**config.mk**
```make
export PLATFORM = sky130hd
export DESIGN_NAME = ntt_pointwise_loader_flat
export DESIGN_NICKNAME = d
export VERILOG_FILES = /design/src/rtl/ntt_pointwise_loader_if.sv /design/src/rtl/ntt_pointwise_loader.sv /design/src/flat_wrapper.sv
export SDC_FILE = /design/constraint.sdc
export NUM_CORES = 2
export LEC_CHECK = 0
export ABC_AREA = 0
export CORE_ASPECT_RATIO = 0.5
export CORE_UTILIZATION = 60
export CTS_CLUSTER_SIZE = 10
export DETAILED_ROUTE_END_ITERATION = 8
export HOLD_SLACK_MARGIN = 0.08
export PLACE_DENSITY_LB_ADDON = 0.08
export SETUP_SLACK_MARGIN = 0.1
export SLEW_MARGIN = 15
export SYNTH_ARGS = -nofsm -noshare
export SYNTH_HDL_FRONTEND = slang
export SYNTH_SLANG_ARGS = --single-unit
```
**constraint.sdc**
```tcl
create_clock -name clk -period 51.5 [get_ports clk]
set_input_delay 10.3 -clock clk [delete_from_list [all_inputs] [get_ports clk]]
set_output_delay 10.3 -clock clk [all_outputs]
set_load 0.02 [all_outputs]
```
**src/rtl/ntt_pointwise_loader_if.sv**
```systemverilog
// Handshake and INTT load-port bundle between the pointwise loader and its neighbours.
// The slave modport is the loader; the master modport is the operand source / INTT side.
interface ntt_pointwise_loader_if #(
  parameter int WIDTH      = 32,
  parameter int ADDR_WIDTH = 8
);
  logic                  in_valid;
  logic                  in_ready;
  logic [WIDTH-1:0]      in_a;
  logic [WIDTH-1:0]      in_b;
  logic                  intt_go;
  logic                  intt_load_coeff;
  logic [ADDR_WIDTH-1:0] intt_load_addr;
  logic [WIDTH-1:0]      intt_load_data;
  logic                  intt_start;
  logic                  intt_done;
  logic                  busy;
  logic                  frame_done;

  modport master (
    output in_valid, in_a, in_b, intt_go, intt_done,
    input  in_ready, intt_load_coeff, intt_load_addr, intt_load_data,
           intt_start, busy, frame_done
  );

  modport slave (
    input  in_valid, in_a, in_b, intt_go, intt_done,
    output in_ready, intt_load_coeff, intt_load_addr, intt_load_data,
           intt_start, busy, frame_done
  );
endinterface

```
**src/rtl/ntt_pointwise_loader.sv**
```systemverilog
// Pointwise (a*b) mod Q feeder for the inverse NTT: loads N products, starts the INTT, waits for done.
// Define PWM_AUTO_START_EN to start the INTT straight after the drain instead of waiting for intt_go.
//
// state   | meaning
// S_LOAD  | accepting coefficient pairs
// S_DRAIN | flushing the 2-stage multiply/reduce pipeline
// S_ARM   | all products loaded, waiting for intt_go
// S_START | one-cycle intt_start pulse
// S_WAIT  | INTT running, waiting for intt_done
// S_DONE  | one-cycle frame_done pulse
module ntt_pointwise_loader #(
  parameter int N          = 256,
  parameter int WIDTH      = 32,
  parameter int Q          = 8380417,
  parameter int ADDR_WIDTH = 8
) (
  input  logic                  clk,
  input  logic                  rst,
  ntt_pointwise_loader_if.slave bus
);

  typedef enum logic [2:0] {
    S_LOAD, S_DRAIN, S_ARM, S_START, S_WAIT, S_DONE
  } state_t;

  localparam logic [ADDR_WIDTH:0]  N_CNT = (ADDR_WIDTH+1)'(N);
  localparam logic [2*WIDTH-1:0]   Q_W   = (2*WIDTH)'(Q);

  state_t                state;
  logic [ADDR_WIDTH:0]   acc_cnt;
  logic [ADDR_WIDTH:0]   wr_cnt;
  logic [ADDR_WIDTH:0]   wr_cnt_nxt;
  logic                  ready_int;
  logic                  accept;
  logic                  load_strobe;

  logic                  s1_valid;
  logic [2*WIDTH-1:0]    s1_prod;
  logic [ADDR_WIDTH-1:0] s1_idx;
  logic                  s2_valid;
  logic [WIDTH-1:0]      s2_res;
  logic [ADDR_WIDTH-1:0] s2_idx;
  logic [WIDTH-1:0]      res_mod;

  assign ready_int  = (state == S_LOAD) && (acc_cnt < N_CNT);
  assign accept     = bus.in_valid && ready_int && !rst;
  assign wr_cnt_nxt = wr_cnt + {{ADDR_WIDTH{1'b0}}, s2_valid};
  assign res_mod    = WIDTH'(s1_prod % Q_W);

  always_ff @(posedge clk) begin
    if (rst) begin
      state   <= S_LOAD;
      acc_cnt <= '0;
      wr_cnt  <= '0;
    end else begin
      if (accept)   acc_cnt <= acc_cnt + 1'b1;
      if (s2_valid) wr_cnt  <= wr_cnt_nxt;
      case (state)
        S_LOAD:  if (accept && (acc_cnt == N_CNT - 1'b1)) state <= S_DRAIN;
        // Leave on the cycle the last product is written so the drain is exactly two cycles.
        S_DRAIN: if (wr_cnt_nxt == N_CNT) begin
`ifdef PWM_AUTO_START_EN
          state <= S_START;
`else
          state <= S_ARM;
`endif
        end
        S_ARM:   if (bus.intt_go) state <= S_START;
        S_START: state <= S_WAIT;
        S_WAIT:  if (bus.intt_done) state <= S_DONE;
        S_DONE: begin
          state   <= S_LOAD;
          acc_cnt <= '0;
          wr_cnt  <= '0;
        end
        default: state <= S_LOAD;
      endcase
    end
  end

  always_ff @(posedge clk) begin
    if (rst) begin
      s1_valid <= 1'b0;
      s1_prod  <= '0;
      s1_idx   <= '0;
      s2_valid <= 1'b0;
      s2_res   <= '0;
      s2_idx   <= '0;
    end else begin
      s1_valid <= accept;
      if (accept) begin
        s1_prod <= (2*WIDTH)'(bus.in_a) * (2*WIDTH)'(bus.in_b);
        s1_idx  <= acc_cnt[ADDR_WIDTH-1:0];
      end
      s2_valid <= s1_valid;
      if (s1_valid) begin
        s2_res <= res_mod;
        s2_idx <= s1_idx;
      end
    end
  end

`ifdef PWM_AUTO_START_EN
  logic unused_go;
  assign unused_go = bus.intt_go;
`endif

  // Strobes are masked in the reset cycle itself, not only after it.
  assign load_strobe         = s2_valid && !rst;
  assign bus.in_ready        = ready_int && !rst;
  assign bus.intt_load_coeff = load_strobe;
  assign bus.intt_load_addr  = load_strobe ? s2_idx : '0;
  assign bus.intt_load_data  = load_strobe ? s2_res : '0;
  assign bus.intt_start      = (state == S_START) && !rst;
  assign bus.frame_done      = (state == S_DONE) && !rst;
  assign bus.busy            = !rst && !((state == S_LOAD) && (acc_cnt == '0));

endmodule

```
**src/flat_wrapper.sv**
```systemverilog
// flat-port wrapper written by rule: the top's interface ports become plain ports
module ntt_pointwise_loader_flat 
#(
  parameter int N          = 256,
  parameter int WIDTH      = 32,
  parameter int Q          = 8380417,
  parameter int ADDR_WIDTH = 8
)
  (clk, rst, bus_in_valid, bus_in_a, bus_in_b, bus_intt_go, bus_intt_done, bus_in_ready, bus_intt_load_coeff, bus_intt_load_addr, bus_intt_load_data, bus_intt_start, bus_busy, bus_frame_done);
  ntt_pointwise_loader_if #(.WIDTH(WIDTH), .ADDR_WIDTH(ADDR_WIDTH)) bus_i ();
  input  logic clk;
  input  logic rst;
  input wire logic [$bits(bus_i.in_valid)-1:0] bus_in_valid;
  input wire logic [$bits(bus_i.in_a)-1:0] bus_in_a;
  input wire logic [$bits(bus_i.in_b)-1:0] bus_in_b;
  input wire logic [$bits(bus_i.intt_go)-1:0] bus_intt_go;
  input wire logic [$bits(bus_i.intt_done)-1:0] bus_intt_done;
  output wire logic [$bits(bus_i.in_ready)-1:0] bus_in_ready;
  output wire logic [$bits(bus_i.intt_load_coeff)-1:0] bus_intt_load_coeff;
  output wire logic [$bits(bus_i.intt_load_addr)-1:0] bus_intt_load_addr;
  output wire logic [$bits(bus_i.intt_load_data)-1:0] bus_intt_load_data;
  output wire logic [$bits(bus_i.intt_start)-1:0] bus_intt_start;
  output wire logic [$bits(bus_i.busy)-1:0] bus_busy;
  output wire logic [$bits(bus_i.frame_done)-1:0] bus_frame_done;
  assign bus_i.in_valid = bus_in_valid;
  assign bus_i.in_a = bus_in_a;
  assign bus_i.in_b = bus_in_b;
  assign bus_i.intt_go = bus_intt_go;
  assign bus_i.intt_done = bus_intt_done;
  assign bus_in_ready = bus_i.in_ready;
  assign bus_intt_load_coeff = bus_i.intt_load_coeff;
  assign bus_intt_load_addr = bus_i.intt_load_addr;
  assign bus_intt_load_data = bus_i.intt_load_data;
  assign bus_intt_start = bus_i.intt_start;
  assign bus_busy = bus_i.busy;
  assign bus_frame_done = bus_i.frame_done;
  ntt_pointwise_loader #(.N(N), .WIDTH(WIDTH), .Q(Q), .ADDR_WIDTH(ADDR_WIDTH)) u_core (.clk(clk), .rst(rst), .bus(bus_i));
endmodule
```
==> metrics <==
shortest period the worst path allows=49.85 ns; Total GRT Usage=38.9%; pin count of the biggest net entering global routing=66; drt wl/cell=21.8 um; H-tree depth=4; Die Y=250 um; clk_lat worst skew=~0.53 ns; Hold Fails Final Rpt=0; sequential element share of the synthesized area=between 3 and 4%; I/O Buffers=113; Crit. End Element=flip-flop; Most Crowded Layer GR=met2; CTS tree=built; post-synthesis adder-cell area fraction=29.2%; initial antenna violation count=7; Antenna Violating Nets Remaining=0; Die Area=0.125 mm^2; commonest cells in the netlist=nand2_1 (1,320), inv_1 (1,108), fa_1 (896), nor2_1 (519), xnor2_1 (407); Die Span X=498 um; Clock Sinks=135; Rel. slew slack=a little over a tenth; GRT met1 Usage=approximately 53%; reg2reg setup slack=1.65 ns; worst r2r src=u_core.s1_prod[45]; cell count after placement=between 10k and 15k; non-filler cells, final=11.3k; GR Overflow Total=0; area of the multi-input gates=0.0660 mm^2; cell taking the most area after synthesis=fa_1; r2r worst-path depth=~170; CP most frequent cell=buf_4; Register Area=0.00271 mm^2; CTS max path bufs=2; vias in the first global route=between 70k and 80k; CP peak stage delay=about 0.60 ns; Root Buffer=clkbuf_16; Synth top area share=roughly 24%; Max Cap Violations=0; synth warn=0; Detailed Route WL=247,000 um; placed inst area=0.0789 mm^2; gpl congestion=between 1 and 1.5; FP Rows=90; leading post-synthesis cells by cell area=fa_1 (24%), nand2_1 (6.7%), inv_1 (5.6%); Reg clk slew, reported paths=roughly 0.080 ns; CP Data Required Time=51.87 ns; Layout area overhead=10.6%; met2 Use GR=62.1%; FILL cells=10.6k; DR pass1 iterations=6; arrival time at the worst endpoint=between 50 and 60 ns; DPL Wire Length=191,000 um; Endpoint, Worst Hold=u_core.s2_res[27]; Post-Synth Simple-Gate Area=27.4%; Top Ports=114; Synth Net Count=10.5k; Compound-Gate Fraction of Synth Area=about a fifth; largest family of logic cells by synthesized area=adder cells; proportion of layout cells with a drive suffix above 1=between 10% and 20%; DRC Markers=0; reg2reg end=u_core.s2_res[10]; routing usage on met3=6.13%; Setup CP Type=flip-flop to flip-flop; status=finished, final reports clean; setup TNS=0 ns; hold path start=u_core.s2_res[27]; cts hold-fix bufs=0; proportion of synthesized area in mux cells=1.70%; hold_ws=0.468 ns; Post-Syn Area=0.0739 mm^2; Crit Path Max Fanout=17; Distinct cells, synth=204; global-route wire length before repair=389,000 um; Synth Area in XOR/XNOR=about 7.9%; hold path depth=2; Fmax=~20 MHz; Post-synth EDFFs=0; Detailed Route Iter0 Violations=7,110; CP Launch Type=flip-flop; cell with the most instances after synthesis=nand2_1; Pins Over Slew Limit=0; final worst-path cycle share=just under 100%; final setup vio count=0; number of synthesized register bits=135; n_diodes=0; Clock Skews=about 0.018 ns; Post-Syn Instances=9,294; fin nets=10.9k; initial core utilization=between 60% and 70%; Vias/cell=6.43; top_reg_cell synth=dfxtp_1; Syn Area/Cell=7.95 um^2; Worst-Margin Slew=1.33 ns; via count=around 73k; asr flop ratio synth=0%; post-layout instance area=0.0818 mm^2; Core ar.=0.121 mm^2; Tightest Hold Check Type=flip-flop to flip-flop; Inserted Clock Buffers=17; CP max-delay cell=or4_4
## through the flow
stage / setup WS (ns) / utilization (%)
global placement: -0.604 / 65.0
finish: 1.65 / 67.4
floorplan: 2.64 / -
detailed placement: -1.01 / 65.0
global route: -0.203 / 67.4
CTS: 0.124 / 65.7
## how the worst max path moves through the flow
| stage | to | from | cells past startpoint |
|---|---|---|---|
| 5_1_grt | u_core.s2_res[10] | u_core.s1_prod[49] | 181 |
| 6_report | u_core.s2_res[10] | u_core.s1_prod[45] | 172 |
| 4_1_cts | u_core.s2_res[10] | u_core.s1_prod[45] | 171 |
| 2_1_floorplan | u_core.s2_res[17] | u_core.s1_prod[45] | 178 |
| 3_5_place_dp | u_core.s2_res[2] | u_core.s1_prod[45] | 169 |
| 3_3_place_gp | u_core.s2_res[2] | u_core.s1_prod[45] | 166 |
## final cells by class
cell class,instances,share of cell area (%)
Multi-Input combinational cell,7610,80.7
Timing Repair Buffer,802,7.70
Inverter,1113,5.11
Sequential cell,135,3.31
Tap cell,1610,2.46
Clock buffer,18,0.537
Clock inverter,14,0.187
## sequential cells by signal (all words and copies together) (netlist names)
register         count
u_core.s1_idx        8
u_core.state         3
u_core.s1_prod      64
u_core.s1_valid      1
u_core.wr_cnt        9
u_core.s2_idx        8
u_core.s2_res       32
u_core.acc_cnt       9
u_core.s2_valid      1
## cell usage in the layout (no fill, tap or decap), types with 179 or more instances in the layout
cell type / synthesis / routed
a21oi_1: 284 / 273
fa_1: 896 / 896
xnor2_1: 407 / 395
xor2_1: 187 / 179
nand3_1: 260 / 258
nand2_1: 1320 / 1316
and2_1: 347 / 344
inv_1: 1108 / 1107
ha_1: 272 / 272
buf_4: 54 / 687
nor2_1: 519 / 511
o21ai_0: 185 / 184
nor3_1: 225 / 209
## layer usage
layer	up-vias	part of all wire [%]	routed length (um)
met5	-	0.011	26
met4	4	4.3	10600
met3	678	8.7	21500
met2	3638	45	111000
met1	35400	42	103000
li1	32900	-	-
## kinds of logic (layout without fill, tap and decap cells)
group | Yosys count | in the layout
compound gates | 1910 | 1910
xor+xnor | 631 | 631
fa+ha+maj | 1192 | 1192
buf+inv | 1552 | 1947
flops | 135 | 135
mux | 114 | 114
simple gates | 3760 | 3763
## timing repair
action | in CTS | in global routing
gates cloned | 0 | 3
endpoints found under the setup margin | 32 | 32
gates resized for setup | 34 | 239
pin swaps | 4 | 76
setup buffers | 6 | 85
## critical path: cells and delay by family, from the launching register on
kind | cells | cell delay [ns]
buffers and inverters | 17 | 3.24
flip-flops | 1 | 0.41
XOR/XNOR | 7 | 1.55
AO/OA/AOI/OAI | 82 | 22.63
AND/OR/NAND/NOR | 62 | 20.95
multiplexers | 4 | 0.81
Power is left out: the tool's default activity adds up to more than one toggle a clock period on the data nets, which glitch-free logic cannot reach.
